File: src/rtl/mips_mc_ctrl.sv
// mips_mc_ctrl: multicycle MIPS control FSM with memory handshake and a saturating retired-instruction counter.
module mips_mc_ctrl #(
  parameter bit EN_BNE  = 1'b1,
  parameter bit EN_ADDI = 1'b1,
  parameter bit EN_J    = 1'b1,
  parameter int CNT_W   = 32
) (
  input  logic             clk,
  input  logic             rst_n,
  input  logic [5:0]       Opcode,
  input  logic             mem_ready,
  output logic             mem_req,
  output logic             IorD,
  output logic             IRWrite,
  output logic             MemWrite,
  output logic             PCWrite,
  output logic             Branch,
  output logic             BranchNe,
  output logic             RegWrite,
  output logic             RegDst,
  output logic             MemtoReg,
  output logic             ALUSrcA,
  output logic [1:0]       ALUSrcB,
  output logic [1:0]       ALUOp,
  output logic [1:0]       PCSrc,
  output logic [3:0]       state,
  output logic             halted,
  output logic [CNT_W-1:0] retired
);
  typedef enum logic [3:0] {
    FETCH = 4'd0, DECODE = 4'd1, MEMADR = 4'd2, MEMREAD = 4'd3, MEMWB = 4'd4,
    MEMWRITE = 4'd5, EXECUTE = 4'd6, ALUWB = 4'd7, BRANCH = 4'd8, ADDIEX = 4'd9,
    ADDIWB = 4'd10, JUMP = 4'd11, HALT = 4'd15
  } state_t;
  localparam logic [5:0] OP_R = 6'b000000, OP_LW = 6'b100011, OP_SW = 6'b101011,
                         OP_BEQ = 6'b000100, OP_BNE = 6'b000101, OP_ADDI = 6'b001000,
                         OP_J = 6'b000010;
  state_t state_q, state_d;
  logic [CNT_W-1:0] retired_q, retired_d;
  logic retire;
  always_comb begin
    state_d  = state_q;
    mem_req  = 1'b0;
    IorD     = 1'b0;
    IRWrite  = 1'b0;
    MemWrite = 1'b0;
    PCWrite  = 1'b0;
    Branch   = 1'b0;
    BranchNe = 1'b0;
    RegWrite = 1'b0;
    RegDst   = 1'b0;
    MemtoReg = 1'b0;
    ALUSrcA  = 1'b0;
    ALUSrcB  = 2'b00;
    ALUOp    = 2'b00;
    PCSrc    = 2'b00;
    case (state_q)
      FETCH: begin
        mem_req = 1'b1;
        ALUSrcB = 2'b01;
        IRWrite = mem_ready;
        PCWrite = mem_ready;
        state_d = mem_ready ? DECODE : FETCH;
      end
      DECODE: begin
        ALUSrcB = 2'b11;
        state_d = (Opcode == OP_LW || Opcode == OP_SW) ? MEMADR :
                  (Opcode == OP_R)                     ? EXECUTE :
                  (Opcode == OP_BEQ)                   ? BRANCH :
                  (EN_BNE && Opcode == OP_BNE)         ? BRANCH :
                  (EN_ADDI && Opcode == OP_ADDI)       ? ADDIEX :
                  (EN_J && Opcode == OP_J)             ? JUMP : HALT;
      end
      MEMADR: begin
        ALUSrcA = 1'b1;
        ALUSrcB = 2'b10;
        state_d = (Opcode == OP_SW) ? MEMWRITE : MEMREAD;
      end
      MEMREAD: begin
        mem_req = 1'b1;
        IorD    = 1'b1;
        state_d = mem_ready ? MEMWB : MEMREAD;
      end
      MEMWB: begin
        MemtoReg = 1'b1;
        RegWrite = 1'b1;
        state_d  = FETCH;
      end
      MEMWRITE: begin
        mem_req  = 1'b1;
        IorD     = 1'b1;
        MemWrite = 1'b1;
        state_d  = mem_ready ? FETCH : MEMWRITE;
      end
      EXECUTE: begin
        ALUSrcA = 1'b1;
        ALUOp   = 2'b10;
        state_d = ALUWB;
      end
      ALUWB: begin
        RegDst   = 1'b1;
        RegWrite = 1'b1;
        state_d  = FETCH;
      end
      BRANCH: begin
        ALUSrcA  = 1'b1;
        ALUOp    = 2'b01;
        PCSrc    = 2'b01;
        Branch   = (Opcode == OP_BEQ);
        BranchNe = EN_BNE && (Opcode == OP_BNE);
        state_d  = FETCH;
      end
      ADDIEX: begin
        ALUSrcA = 1'b1;
        ALUSrcB = 2'b10;
        state_d = ADDIWB;
      end
      ADDIWB: begin
        RegWrite = 1'b1;
        state_d  = FETCH;
      end
      JUMP: begin
        PCSrc   = 2'b10;
        PCWrite = 1'b1;
        state_d = FETCH;
      end
      default: state_d = HALT;
    endcase
  end
  // Every completing state returns straight to FETCH, so retirement is any non-FETCH/DECODE entry into FETCH.
  assign retire    = (state_d == FETCH) && (state_q inside {MEMWB, MEMWRITE, ALUWB, BRANCH, ADDIWB, JUMP});
  assign retired_d = (retire && retired_q != '1) ? retired_q + CNT_W'(1) : retired_q;
  always_ff @(posedge clk or negedge rst_n) begin
    if (!rst_n) begin
      state_q   <= FETCH;
      retired_q <= '0;
    end else begin
      state_q   <= state_d;
      retired_q <= retired_d;
    end
  end
  assign state   = state_q;
  assign halted  = (state_q == HALT);
  assign retired = retired_q;
endmodule

File: config.mk
export PLATFORM = sky130hd
export DESIGN_NAME = mips_mc_ctrl
export DESIGN_NICKNAME = d
export VERILOG_FILES = /design/src/rtl/mips_mc_ctrl.sv
export SDC_FILE = /design/constraint.sdc
export NUM_CORES = 1
export LEC_CHECK = 0
export BUFFER_PORTS_ARGS = -buffer_cell sky130_fd_sc_hd__buf_2
export CORE_UTILIZATION = 40
export CTS_BUF_LIST = sky130_fd_sc_hd__clkbuf_8
export CTS_CLUSTER_DIAMETER = 60
export DETAILED_ROUTE_END_ITERATION = 7
export GPL_ROUTABILITY_DRIVEN = 1
export PLACE_DENSITY = 0.67
export SLEW_MARGIN = 15
export SYNTH_ARGS = -nofsm -noshare
export SYNTH_HDL_FRONTEND = slang
export SYNTH_SLANG_ARGS = --single-unit
File: constraint.sdc
create_clock -name clk -period 1.9 [get_ports clk]
set_clock_uncertainty 0.2 [all_clocks]
set_input_delay 0.475 -clock clk [delete_from_list [all_inputs] [get_ports clk]]
set_output_delay 0.475 -clock clk [all_outputs]
set_load 0.005 [all_outputs]
=== Yosys cells after proc, flatten, opt, wreduce, memory -nomap -nowiden ===
Index checks and enable logic that the tools add are counted.

* Input bits: 9
* Bits in writable memories: 0
* Latch bits: 0
* Memories kept: 0
* Output and inout bits: 54
* Word-level logic and storage cells: 60
* Register bits: 36
* ROM bits: 0

* Divide/modulo/power cells: 0
* Bitwise gates (word level): 0
* Reduce and logical (&&, ||, !) cells: 13
* Equal/unequal tests: 19
* Shifts and indexed selects: 0
* Add/subtract/negate cells: 1
* Order comparisons: 0
* Multiplexer cells: 25
* $mul: 0

{| class="wikitable"
|+ Operators by type and width
! cell !! number
|-
| adder 32 x 1 -> 32 bit, second input constant || 1
|-
| != test 32 bit, second input constant || 1
|-
| one-hot mux 4 bit (8 select lines) || 1
|-
| 2-to-1 mux 3 bit || 7
|-
| == test 4 bit, second input constant || 5
|-
| == test 4 x 3 -> 1 bit, second input constant || 4
|-
| == test 6 x 3 -> 1 bit, second input constant || 2
|-
| == test 6 bit, second input constant || 2
|-
| 2-to-1 mux 1 bit || 11
|-
| == test 4 x 2 -> 1 bit, second input constant || 2
|-
| zero test 4 bit || 2
|-
| 2-to-1 mux 4 bit || 2
|-
| one-hot mux 2 bit (2 select lines) || 2
|-
| == test 6 x 2 -> 1 bit, second input constant || 1
|-
| == test 6 x 4 -> 1 bit, second input constant || 1
|-
| zero test 6 bit || 1
|-
| one-hot mux 2 bit (3 select lines) || 1
|-
| nonzero test 6 bit || 1
|-
| OR reduction 3 bit || 2
|-
| OR reduction 5 bit || 1
|-
| == test 4 x 1 -> 1 bit, second input constant || 1
|-
| OR reduction 2 bit || 2
|-
| OR reduction 4 bit || 1
|-
| logical AND 1 bit || 2
|-
| 2 further kinds || 2
|}

=== Depth between registers and ports, before layout ===
Gate-level depths: netlist of run 1.

* Depth after elaboration: 11
* Mapped depth: 8
* Mapped depth without buffers: 6

=== Least setup slack after synthesis of run 1 ===
No wires, ideal clock.

* Path type: register -> register
* Start: reg retired_q[6] (netlist: retired[6])
* End: reg retired_q[1] (netlist: retired[1])
* Arrival time: 1,684 ps
* Clock period less this slack: 2,009 ps
* Buffers on the path: 1
* Setup time: 125 ps
* Stages on the path, launching flop included: 7
* Setup slack: -109 ps
* Required time: 1,575 ps
* Cell sequence: dfrtp_1 > nand4_4 > nor4_4 > and3_1 > buf_4 > nor2_1 > mux2_4

* Longest elaborated chain between the ends: 2

{| class="wikitable"
|+ RTL lines
! item !! line !! source
|-
| start, declared || 39 || <nowiki>logic [CNT_W-1:0] retired_q, retired_d;</nowiki>
|-
| start signal, assigned || 139 || <nowiki>retired_q <= retired_d;</nowiki>
|-
| != test 32 bit || 132 || <nowiki>assign retired_d = (retire && retired_q != '1) ? retired_q + CNT_W'(1) : retired_q;</nowiki>
|-
| logical AND 1 bit || 132 ||
|}

No other way between the ends.
A chain may end at the register's enable or synchronous reset.

=== Final worst setup path of run 1 ===
* Start: reg state_q[1] (netlist: state[1])
* End: out mem_req

* Longest elaborated chain between the ends: 3
* Elaborated cells on any way between the ends: 5
* Those cells by class: 2 x eq/ne; 1 x mux; 2 x reduce/logical

{| class="wikitable"
|+ RTL lines
! item !! line !! source
|-
| start, declared || 38 || <nowiki>state_t state_q, state_d;</nowiki>
|-
| start signal, assigned || 138 || <nowiki>state_q <= state_d;</nowiki>
|-
| == test 4 x 3 -> 1 bit, or another cell as far along || 57 || <nowiki>case (state_q)</nowiki>
|-
| OR reduction 3 bit (no line) (*) || n/a ||
|-
| 2-to-1 mux 1 bit (*) || 57 ||
|-
| end, declared || 12 || <nowiki>output logic mem_req,</nowiki>
|}

Mark *: on every way between the ends. The rest lies on a longest branch, timed or not.

==> flow_summary.ini, run 1 <==
[sta]
fmax_mhz = 472
finalMaxSlewViolations = 0
finalCritPeriodShare_pct = 112
setup_viol = 43
hold_viol = 0
setup_ws_ps = -219
period_minus_slack_ps = 2120
slew_headroom_pct = 67.8
timing.hold.ws_ps = 294
worst_pin_slew_ps = 481
grt_setup_unrepaired = true

[synth]
ys.flop_type = dfrtp_1
synth_xor_area_share_pct = 13.2
synth.top_cell.area_share_pct = 42.4
synth_area_sq_um = 2120
ys_seq_area_share_pct = 42.4
synthCells = 225
synth.top_cells.by_area = dfrtp_1, xor2_1, nor3_1
synth_mux_area_share_pct = 1.71
synth_compound_area_share_pct = 6.83
ys_ff_latch = 36
yosys_warnings = 0
async_flop_share_pct = 100
synth_top_area_cell = dfrtp_1
synth_adder_area_share_pct = 0.589
synth_top_family_by_area = simple AND/OR/NAND/NOR gates
synthSimpleGateAreaFrac_pct = 31.4
synth_cell_type_count = 44
avgSynthCellArea_sq_um = 9.44
synth_nets = 235
synth_edf_count = 0

[die]
ios = 63
die-width_um = 74.9
initial_core_util_pct = 41.6
fp.coreArea_sq_um = 5110
dieArea_sq_um = 5610
rows = 26
die_h_um = 74.9

[critical_path]
reg2regPathDepth = 8
criticalPathCategory = reg2out
path_max_fanout = 5
r2r_start = state[1]$_DFF_PN0_
worst_setup_path_startpoint = state[1]$_DFF_PN0_
r2r-end = retired[7]$_DFFE_PN0P_
cp-start-kind = flop
crit_required_ps = 1220
crit_end = mem_req
cp.arrival_ps = 1440
r2r_slack_ps = -190
crit_path_end_kind = output port

[global_route]
grt_max_degree = 24
grt_pass1_vias = 2085
grt_pass1_wl_um = 9300
antenna_found_initial = 0
grt_overflow = 0
grt_use_total_pct = 21.9

[clocking]
root_buffer = clkbuf_8
path_clk_slew_ps = 70
cts-htree-levels = 2
cts_buffer_depth = 2
clock-sinks = 36
cts_made_buffers = 5
cts_tree = built
insertion_delay_ps = 290

[drt]
drcViolationCount = 0
vias = 2357
drt_wl_total_um = 6810
first_pass_iters = 6
via_per_inst = 5.26
ant_nets = 0
wire_per_inst_um = 15.2
drt_iter0_markers = 74

[pwr]
p_int_mw = 2.41
swShare_pct = 38.0
ir_drop_mv = 0.740
p_comb_share_pct = 59.8
powerDensity_nw_per_um2 = 1030
power_frac_clock_pct = 13.6
leakagePower_nw = 1.95
power_frac_seq_pct = 26.7
switchingPower_mw = 1.48

[cells_and_area]
nets = 387
drive_above_1_share_pct = 60.1
multiInputGateArea_sq_um = 1540
fillers = 341
fin_util_pct = 74.1
register_area_sq_um = 906
diodes = 0
syn_to_final_growth_pct = 78.2

[hold_path]
min_path_type = reg2reg
holdCritStartpoint = retired[4]$_DFFE_PN0P_
whs_path_depth = 1

[status]
outcome = finished with violations
violations = negative setup slack

[placed_design]
io_buffers = 62
gp_congestion = 0.831
dp_hpwl_um = 3990

[run]
cap_violations = 0
[final cells by class]
| cell class | count | area share, % |
|---|---|---|
| multi-input combinational | 173 | 40.6 |
| timing repair buffer | 157 | 30.6 |
| sequential | 36 | 23.9 |
| tap | 70 | 2.31 |
| clock buffer | 5 | 1.82 |
| inverter | 4 | 0.397 |
| clock inverter | 3 | 0.330 |
[cells in the mapped netlist, types with 2 or more instances]
cell type and instances:
dfrtp_1 36, o21a_1 2, nor4_2 2, a21oi_1 5, nand2_1 25, nor3_1 20, nand3_1 9, xor2_1 30
nand4_1 4, clkbuf_1 2, o21ai_0 3, o22ai_1 3, nor3b_1 6, nor2b_1 4, xnor2_1 2, buf_4 2
nor2_1 19, nor4_4 2, and3_1 5, buf_2 6, nor4_1 5, a31oi_1 3, nand2b_1 2, inv_1 4
nor4b_1 5
[state kept, by name, summed over array words and instances (netlist names)]
register,flops
retired,32
state,4
[cell usage in the layout (no fill, tap or decap), types with 5 or more instances in the layout]
| cell type | instances |
|---|---|
| nor2_1 | 15 |
| clkbuf_8 | 5 |
| nand2_1 | 20 |
| nor4b_4 | 5 |
| buf_6 | 15 |
| buf_2 | 61 |
| buf_4 | 74 |
| nor3_4 | 5 |
| xor2_1 | 30 |
| nor4_4 | 6 |
| nor3_2 | 12 |
| nand3_1 | 5 |
| dfrtp_1 | 32 |
[worst max-delay path, stage by stage, from the launching register on]
cell and delay (ps):
dfrtp_2 450, buf_6 160, xnor2_4 170, nor2b_1 60, o21a_1 180, buf_2 120
[stage by stage]
step                setup WS, ps  instance area (sq um)  power, mW  setup TNS, ps  cells
finish                      -219                   3790       3.89          -4490    448
global route                -286                   3790       4.10          -7890    448
CTS                         -190                   3530       3.62          -2860    439
detailed placement          -151                   3040       2.57          -1240    415
global placement           -78.6                   3040       2.55           -708    415
floorplan                  -1.61                   2150       1.83          -1.61    225
[kinds of logic (layout without fill, tap and decap cells)]
logic type | count (synthesis) | after routing
AND/OR/NAND/NOR | 115 | 115
adder cells (fa/ha/maj) | 1 | 1
XOR/XNOR | 32 | 32
AO/OA/AOI/OAI | 22 | 22
buffers and inverters | 16 | 169
multiplexers | 3 | 3
flip-flops | 36 | 36
[repair_timing]
action	4_1_cts	5_1_grt
gates cloned	2	1
endpoints found under the setup margin	39	51
hold buffers	1	0
pin swaps	8	17
buffers inserted	13	10
gates resized for setup	59	41
hold endpoints to repair	13	0
[power groups by stage]
stage               combinational [mW]  sequential, mW  clock (mW)
floorplan                        0.829            1.00           0
CTS                               2.07            1.02       0.530
finish                            2.33            1.04       0.529
global placement                  1.54            1.01           0
detailed placement                1.56            1.01           0
global route                      2.49            1.05       0.571
[worst min-delay path by stage]
stage	to	slack (ps)
3_5_place_dp	retired[27]$_DFFE_PN0P_	210
4_1_cts	retired[4]$_DFFE_PN0P_	300
3_3_place_gp	retired[27]$_DFFE_PN0P_	200
6_report	retired[4]$_DFFE_PN0P_	290
5_1_grt	retired[4]$_DFFE_PN0P_	310
2_1_floorplan	retired[0]$_DFFE_PN0P_	-20
[routing by layer]
metal	routed length (um)	vias to the layer above	track usage, %
met5	0	-	0
li1	-	1107	-
met3	274	12	4.28
met2	3540	77	37.7
met4	112	0	7.97
met1	2890	1161	27.4
Power figures use the tool's default switching activity.
==> run 2: changes to the inputs <==
--- a/config.mk
+++ b/config.mk
@@ -6,6 +6,7 @@
 export NUM_CORES = 1
 export LEC_CHECK = 0
 export BUFFER_PORTS_ARGS = -buffer_cell sky130_fd_sc_hd__buf_2
+export CORE_ASPECT_RATIO = 0.9
 export CORE_UTILIZATION = 40
 export CTS_BUF_LIST = sky130_fd_sc_hd__clkbuf_8
 export CTS_CLUSTER_DIAMETER = 60
==> run 2 against run 1 <==
- the run still ends with negative setup slack left
- via count up 2.5%
- clock power up 30%
- flip-flop and latch count unchanged
- sequential share of layout area down 0.49 points
- cell count down 0.67%
- fmax down 3.1%
- global-route usage up 1.4 points
- count of clock-buffer cells in the layout unchanged
- first-iteration DRC count up 93%
- critical path depth unchanged
- die area about the same
- routed wire length up 15%
- highest routed layer unchanged
==> flow_summary.ini, run 2 (synthesis results as in run 1) <==
[status]
outcome = finished with violations
violations = negative setup slack

[clocking]
cts_buffer_depth = 2
cts_made_buffers = 5
insertion_delay_ps = 300
root_buffer = clkbuf_8
clock-sinks = 36
cts_tree = built
cts-htree-levels = 2
path_clk_slew_ps = 70

[drt]
vias = 2416
first_pass_iters = 4
drcViolationCount = 0
drt_wl_total_um = 7800
drt_iter0_markers = 143
wire_per_inst_um = 17.5
ant_nets = 0
via_per_inst = 5.43

[cells_and_area]
largest_reg_flops = 32
drive_above_1_share_pct = 63.2
fillers = 310
multiInputGateArea_sq_um = 1580
register_area_sq_um = 906
final_cell_mix = buf_4, buf_2, dfrtp_1
fin_util_pct = 77.5
postLayoutCellArea_sq_um = 3860
final_common_cell = buf_4
syn_to_final_growth_pct = 81.9
diodes = 0
nets = 389

[critical_path]
crit_buf_inv = 1
path_cells = nor2_2, nand2_1, nor3_1, or2_2, buf_2
crit_path_max_incr_delay_ps = 480
r2r_slack_ps = -140
criticalPathCategory = reg2out
r2r-end = retired[1]$_DFFE_PN0P_
path_max_fanout = 7
cp.arrival_ps = 1510
crit_required_ps = 1220
slowest_stage = dfrtp_2
crit_path_end_kind = output port
cp-start-kind = flop
r2r_start = retired[14]$_DFFE_PN0P_
crit_family = simple AND/OR/NAND/NOR gates
reg2regPathDepth = 6

[sta]
slew_headroom_pct = 73.7
setup_viol = 44
period_minus_slack_ps = 2190
grt_setup_unrepaired = true
finalCritPeriodShare_pct = 115
setup_ws_ps = -286
fmax_mhz = 457
worst_pin_slew_ps = 393
finalMaxSlewViolations = 0
timing.hold.ws_ps = 359
hold_viol = 0

[hold_path]
whs_path_depth = 1
holdCritStartpoint = retired[4]$_DFFE_PN0P_
worstHoldEndpoint = retired[4]$_DFFE_PN0P_
min_path_type = reg2reg

[die]
initial_core_util_pct = 42.6
fp.coreArea_sq_um = 4980
die-width_um = 78.8
rows = 24
ios = 63
dieArea_sq_um = 5610
die_h_um = 71.1

[global_route]
grt_pass1_wl_um = 10200
grt_use_total_pct = 23.3
grt_pass1_vias = 2198
grt_overflow = 0
grt_max_degree = 37
antenna_found_initial = 0

[pwr]
power_frac_seq_pct = 25.5
p_int_mw = 2.54
ir_drop_mv = 0.971
leakagePower_nw = 1.98
p_comb_share_pct = 57.6
powerDensity_nw_per_um2 = 1060
switchingPower_mw = 1.56
power_frac_clock_pct = 16.8
swShare_pct = 38.1
p_total_mw = 4.10

[placed_design]
dp_hpwl_um = 4140
dpl_cell_area_sq_um = 3010
io_buffers = 62
gp_congestion = 0.899

[run]
cap_violations = 0
-- run 2: changes by cell type in the layout (fill, tap and decap cells not counted), sizes merged --
| cell | before | now |
|---|---|---|
| clkinvlp | 0 | 1 |
| inv | 6 | 4 |
| buf | 156 | 158 |
| bufinv | 0 | 1 |
-- run 2: metal layers --
metal / GRT usage, % / share of wire (%) / vias to the layer above
met5: 0 / 0 / -
met4: 6.67 / 2.3 / 0
met3: 5.29 / 4.4 / 17
met2: 40.4 / 51 / 88
met1: 29.1 / 42 / 1203
li1: - / - / 1108
-- run 2: how the worst max path moves through the flow --
stage                     cells past startpoint                      end               startpoint  slack [ps]
after floorplan                               6   retired[1]$_DFFE_PN0P_  retired[13]$_DFFE_PN0P_          -2
final                                         5                  PCWrite       state[2]$_DFF_PN0_        -290
after detailed placement                      8  retired[16]$_DFFE_PN0P_                mem_ready        -150
after global routing                          5                  PCWrite       state[2]$_DFF_PN0_        -340
after CTS                                     5                  mem_req       state[2]$_DFF_PN0_        -200
after global placement                        8  retired[16]$_DFFE_PN0P_                mem_ready         -70
-- run 2: repair_timing --
item                                    CTS  global route
buffers inserted                         11            12
pin swaps                                15            28
cloned                                    1             2
endpoints found under the hold margin    36             0
endpoints found under the setup margin   37            51
resized for setup                        41            70
hold buffers                              1             0
-- run 2: cell type report --
cell class                 count  area share [%]
clock buffer                   5            1.78
clock inverter                 3            1.10
inverter                       4           0.453
multi-input combinational    173            40.8
sequential                    36            23.4
tap                           65            2.10
timing repair buffer         159            30.3
-- run 2: worst register-to-register path: stages (launching register included) --
cell and delay [ps]:
dfrtp_1 380, nand4_1 210, nor4_4 350, and3_4 310, buf_6 140, nor2_4 40, mux2_4 290
-- run 2: per-stage QoR --
stage | TNS, ps | worst slack [ps] | instances
after floorplan | -1.61 | -1.61 | 225
after global placement | -606 | -70.1 | 411
after CTS | -2050 | -199 | 432
after global routing | -7920 | -338 | 445
final | -4210 | -286 | 445
after detailed placement | -1080 | -146 | 411
-- run 2: power by group through the flow --
stage | clock, mW | combinational [mW] | sequential [mW]
global placement | 0 | 1.59 | 0.999
CTS | 0.691 | 1.88 | 1.01
floorplan | 0 | 0.829 | 1.00
finish | 0.690 | 2.36 | 1.05
global route | 0.729 | 2.51 | 1.06
detailed placement | 0 | 1.61 | 1.00
==> run 3: changes to the inputs <==
--- a/config.mk
+++ b/config.mk
@@ -8,7 +8,7 @@
 export BUFFER_PORTS_ARGS = -buffer_cell sky130_fd_sc_hd__buf_2
 export CORE_ASPECT_RATIO = 0.9
 export CORE_UTILIZATION = 40
-export CTS_BUF_LIST = sky130_fd_sc_hd__clkbuf_8
+export CTS_BUF_LIST = sky130_fd_sc_hd__clkbuf_4
 export CTS_CLUSTER_DIAMETER = 60
 export DETAILED_ROUTE_END_ITERATION = 7
 export GPL_ROUTABILITY_DRIVEN = 1
==> constraint.sdc (replaced) <==
create_clock -name clk -period 1.9 [get_ports clk]
set_clock_uncertainty 0.2 [all_clocks]
set_input_delay 0.19 -clock clk [delete_from_list [all_inputs] [get_ports clk]]
set_output_delay 0.19 -clock clk [all_outputs]
set_load 0.005 [all_outputs]
==> run 3 against run 2 <==
- the flow still finishes with violations (negative setup slack)
- critical endpoint is now retired[19]$_DFFE_PN0P_
- register-to-register slack better by 40 ps
- global-route usage is 2.3 points lower
- worst hold slack worse by 290 ps
- fmax rose by 9.3%
- largest power group unchanged
- sequential share of layout area rose by 3.3 points
- cell count decreased by 7.0%
==> flow_summary.ini, run 3 (synthesis results as in run 1) <==
[status]
outcome = finished with violations
violations = negative setup slack

[die]
fp.coreArea_sq_um = 4980
die-width_um = 78.8
dieArea_sq_um = 5610
ios = 63
rows = 24
initial_core_util_pct = 42.6
die_h_um = 71.1

[pwr]
powerDensity_nw_per_um2 = 987
leakagePower_nw = 1.78
ir_drop_mv = 0.755

[drt]
wire_per_inst_um = 15.0
ant_nets = 0
first_pass_iters = 4
drt_iter0_markers = 88
drt_wl_total_um = 6220
drcViolationCount = 0
vias = 2183
via_per_inst = 5.27

[global_route]
grt_pass1_vias = 2008
grt_overflow = 0
antenna_found_initial = 0
grt_pass1_wl_um = 9160
grt_max_degree = 21
grt_use_total_pct = 21.0

[sta]
setup_viol = 26
finalCritPeriodShare_pct = 105
finalMaxSlewViolations = 0
grt_setup_unrepaired = true
slew_headroom_pct = 67.1
period_minus_slack_ps = 2000
worst_pin_slew_ps = 493
timing.hold.ws_ps = 73.2
hold_viol = 0
setup_ws_ps = -100
fmax_mhz = 500

[run]
cap_violations = 0

[critical_path]
cp-start-kind = flop
crit_required_ps = 1950
criticalPathCategory = reg2reg
cp.arrival_ps = 2050
crit_path_end_kind = flop
path_max_fanout = 6

[hold_path]
min_path_type = in2reg

[cells_and_area]
final_cells = 414
nets = 358
syn_to_final_growth_pct = 58.7
register_area_sq_um = 902
diodes = 0
multiInputGateArea_sq_um = 1430
fillers = 396
drive_above_1_share_pct = 52.4
largest_reg_flops = 32
final_common_cell = buf_2
final_cell_mix = buf_2, buf_4, dfrtp_1

[placed_design]
placed_cells = 391
dp_hpwl_um = 4120
gp_congestion = 0.813
io_buffers = 62

[clocking]
root_buffer = clkbuf_4
clock-sinks = 36
cts_buffer_depth = 2
cts-htree-levels = 2
cts_made_buffers = 5
path_clk_slew_ps = 120
cts_tree = built
insertion_delay_ps = 340
## run 3: cell types whose count changed in the layout (fill, tap and decap cells not counted), moves of 4 or more
cell / previous run / this run
buf_4: 71 / 53
buf_6: 21 / 9
nor3_2: 16 / 6
nor3_1: 2 / 10
clkbuf_4: 0 / 7
clkbuf_8: 5 / 0
nor2_1: 13 / 18
nor2_2: 5 / 0
nand2_1: 18 / 22
## run 3: final timing paths
kind / startpoint / cells after the start / end / slack [ps]
max in group asynchronous: rst_n / 3 / state[1]$_DFF_PN0_ / 840
worst min register to register: retired[4]$_DFFE_PN0P_ / 1 / retired[4]$_DFFE_PN0P_ / 290
worst max register to register: retired[8]$_DFFE_PN0P_ / 5 / retired[19]$_DFFE_PN0P_ / -100
min in group asynchronous: rst_n / 2 / retired[30]$_DFFE_PN0P_ / 120
worst min-delay path: Opcode[4] / 3 / state[2]$_DFF_PN0_ / 70
worst max-delay path: retired[8]$_DFFE_PN0P_ / 5 / retired[19]$_DFFE_PN0P_ / -100
## run 3: critical path, cell delays in order, from the launching register on
cell and delay [ps]:
dfrtp_1 420, nand4_4 200, nor2_1 310, nand3_1 250, nor4b_4 330, xor2_1 190
## run 3: report_power, final
part	switching [mW]	total, mW	internal, mW
clock network	0.259	0.432	0.173
logic	0.919	1.92	0.997
registers	0.0967	0.981	0.884
total	1.27	3.33	2.05
## run 3: routing by layer
metal / vias up / part of all wire, % / global-route usage [%] / wire, um
met4: 0 / 1.2 / 5.66 / 73
met2: 74 / 48 / 32.1 / 2980
met1: 1059 / 46 / 29.3 / 2840
met5: - / 0 / 0 / 0
li1: 1044 / - / - / -
met3: 6 / 5.1 / 5.81 / 319
## run 3: metrics by stage
step	util (%)	worst slack, ps	cell area, sq um	power [mW]	setup TNS [ps]
after floorplan	-	-1.61	2150	1.83	-1.61
after global placement	57.6	-24.0	2870	2.43	-24.0
after detailed placement	57.6	-60.6	2870	2.44	-304
after CTS	61.8	-32.9	3080	3.04	-95.8
after global routing	67.6	-194	3370	3.53	-3840
final	67.6	-100	3370	3.33	-837
## run 3: cell type report
type	count	share of cell area, %
clock buffers	7	1.56
repair buffers	128	26.2
flip-flops and latches	36	26.8
clock inverters	1	0.148
well taps	65	2.41
multi-input cells	173	42.4
inverters	4	0.445
## run 3: repair_timing
item | 4_1_cts | 5_1_grt
cloned | 0 | 1
pin swaps | 3 | 16
endpoints found under the hold margin | 36 | 0
endpoints found under the setup margin | 27 | 40
hold buffers | 1 | 0
resized for setup | 20 | 40
setup buffers | 5 | 8
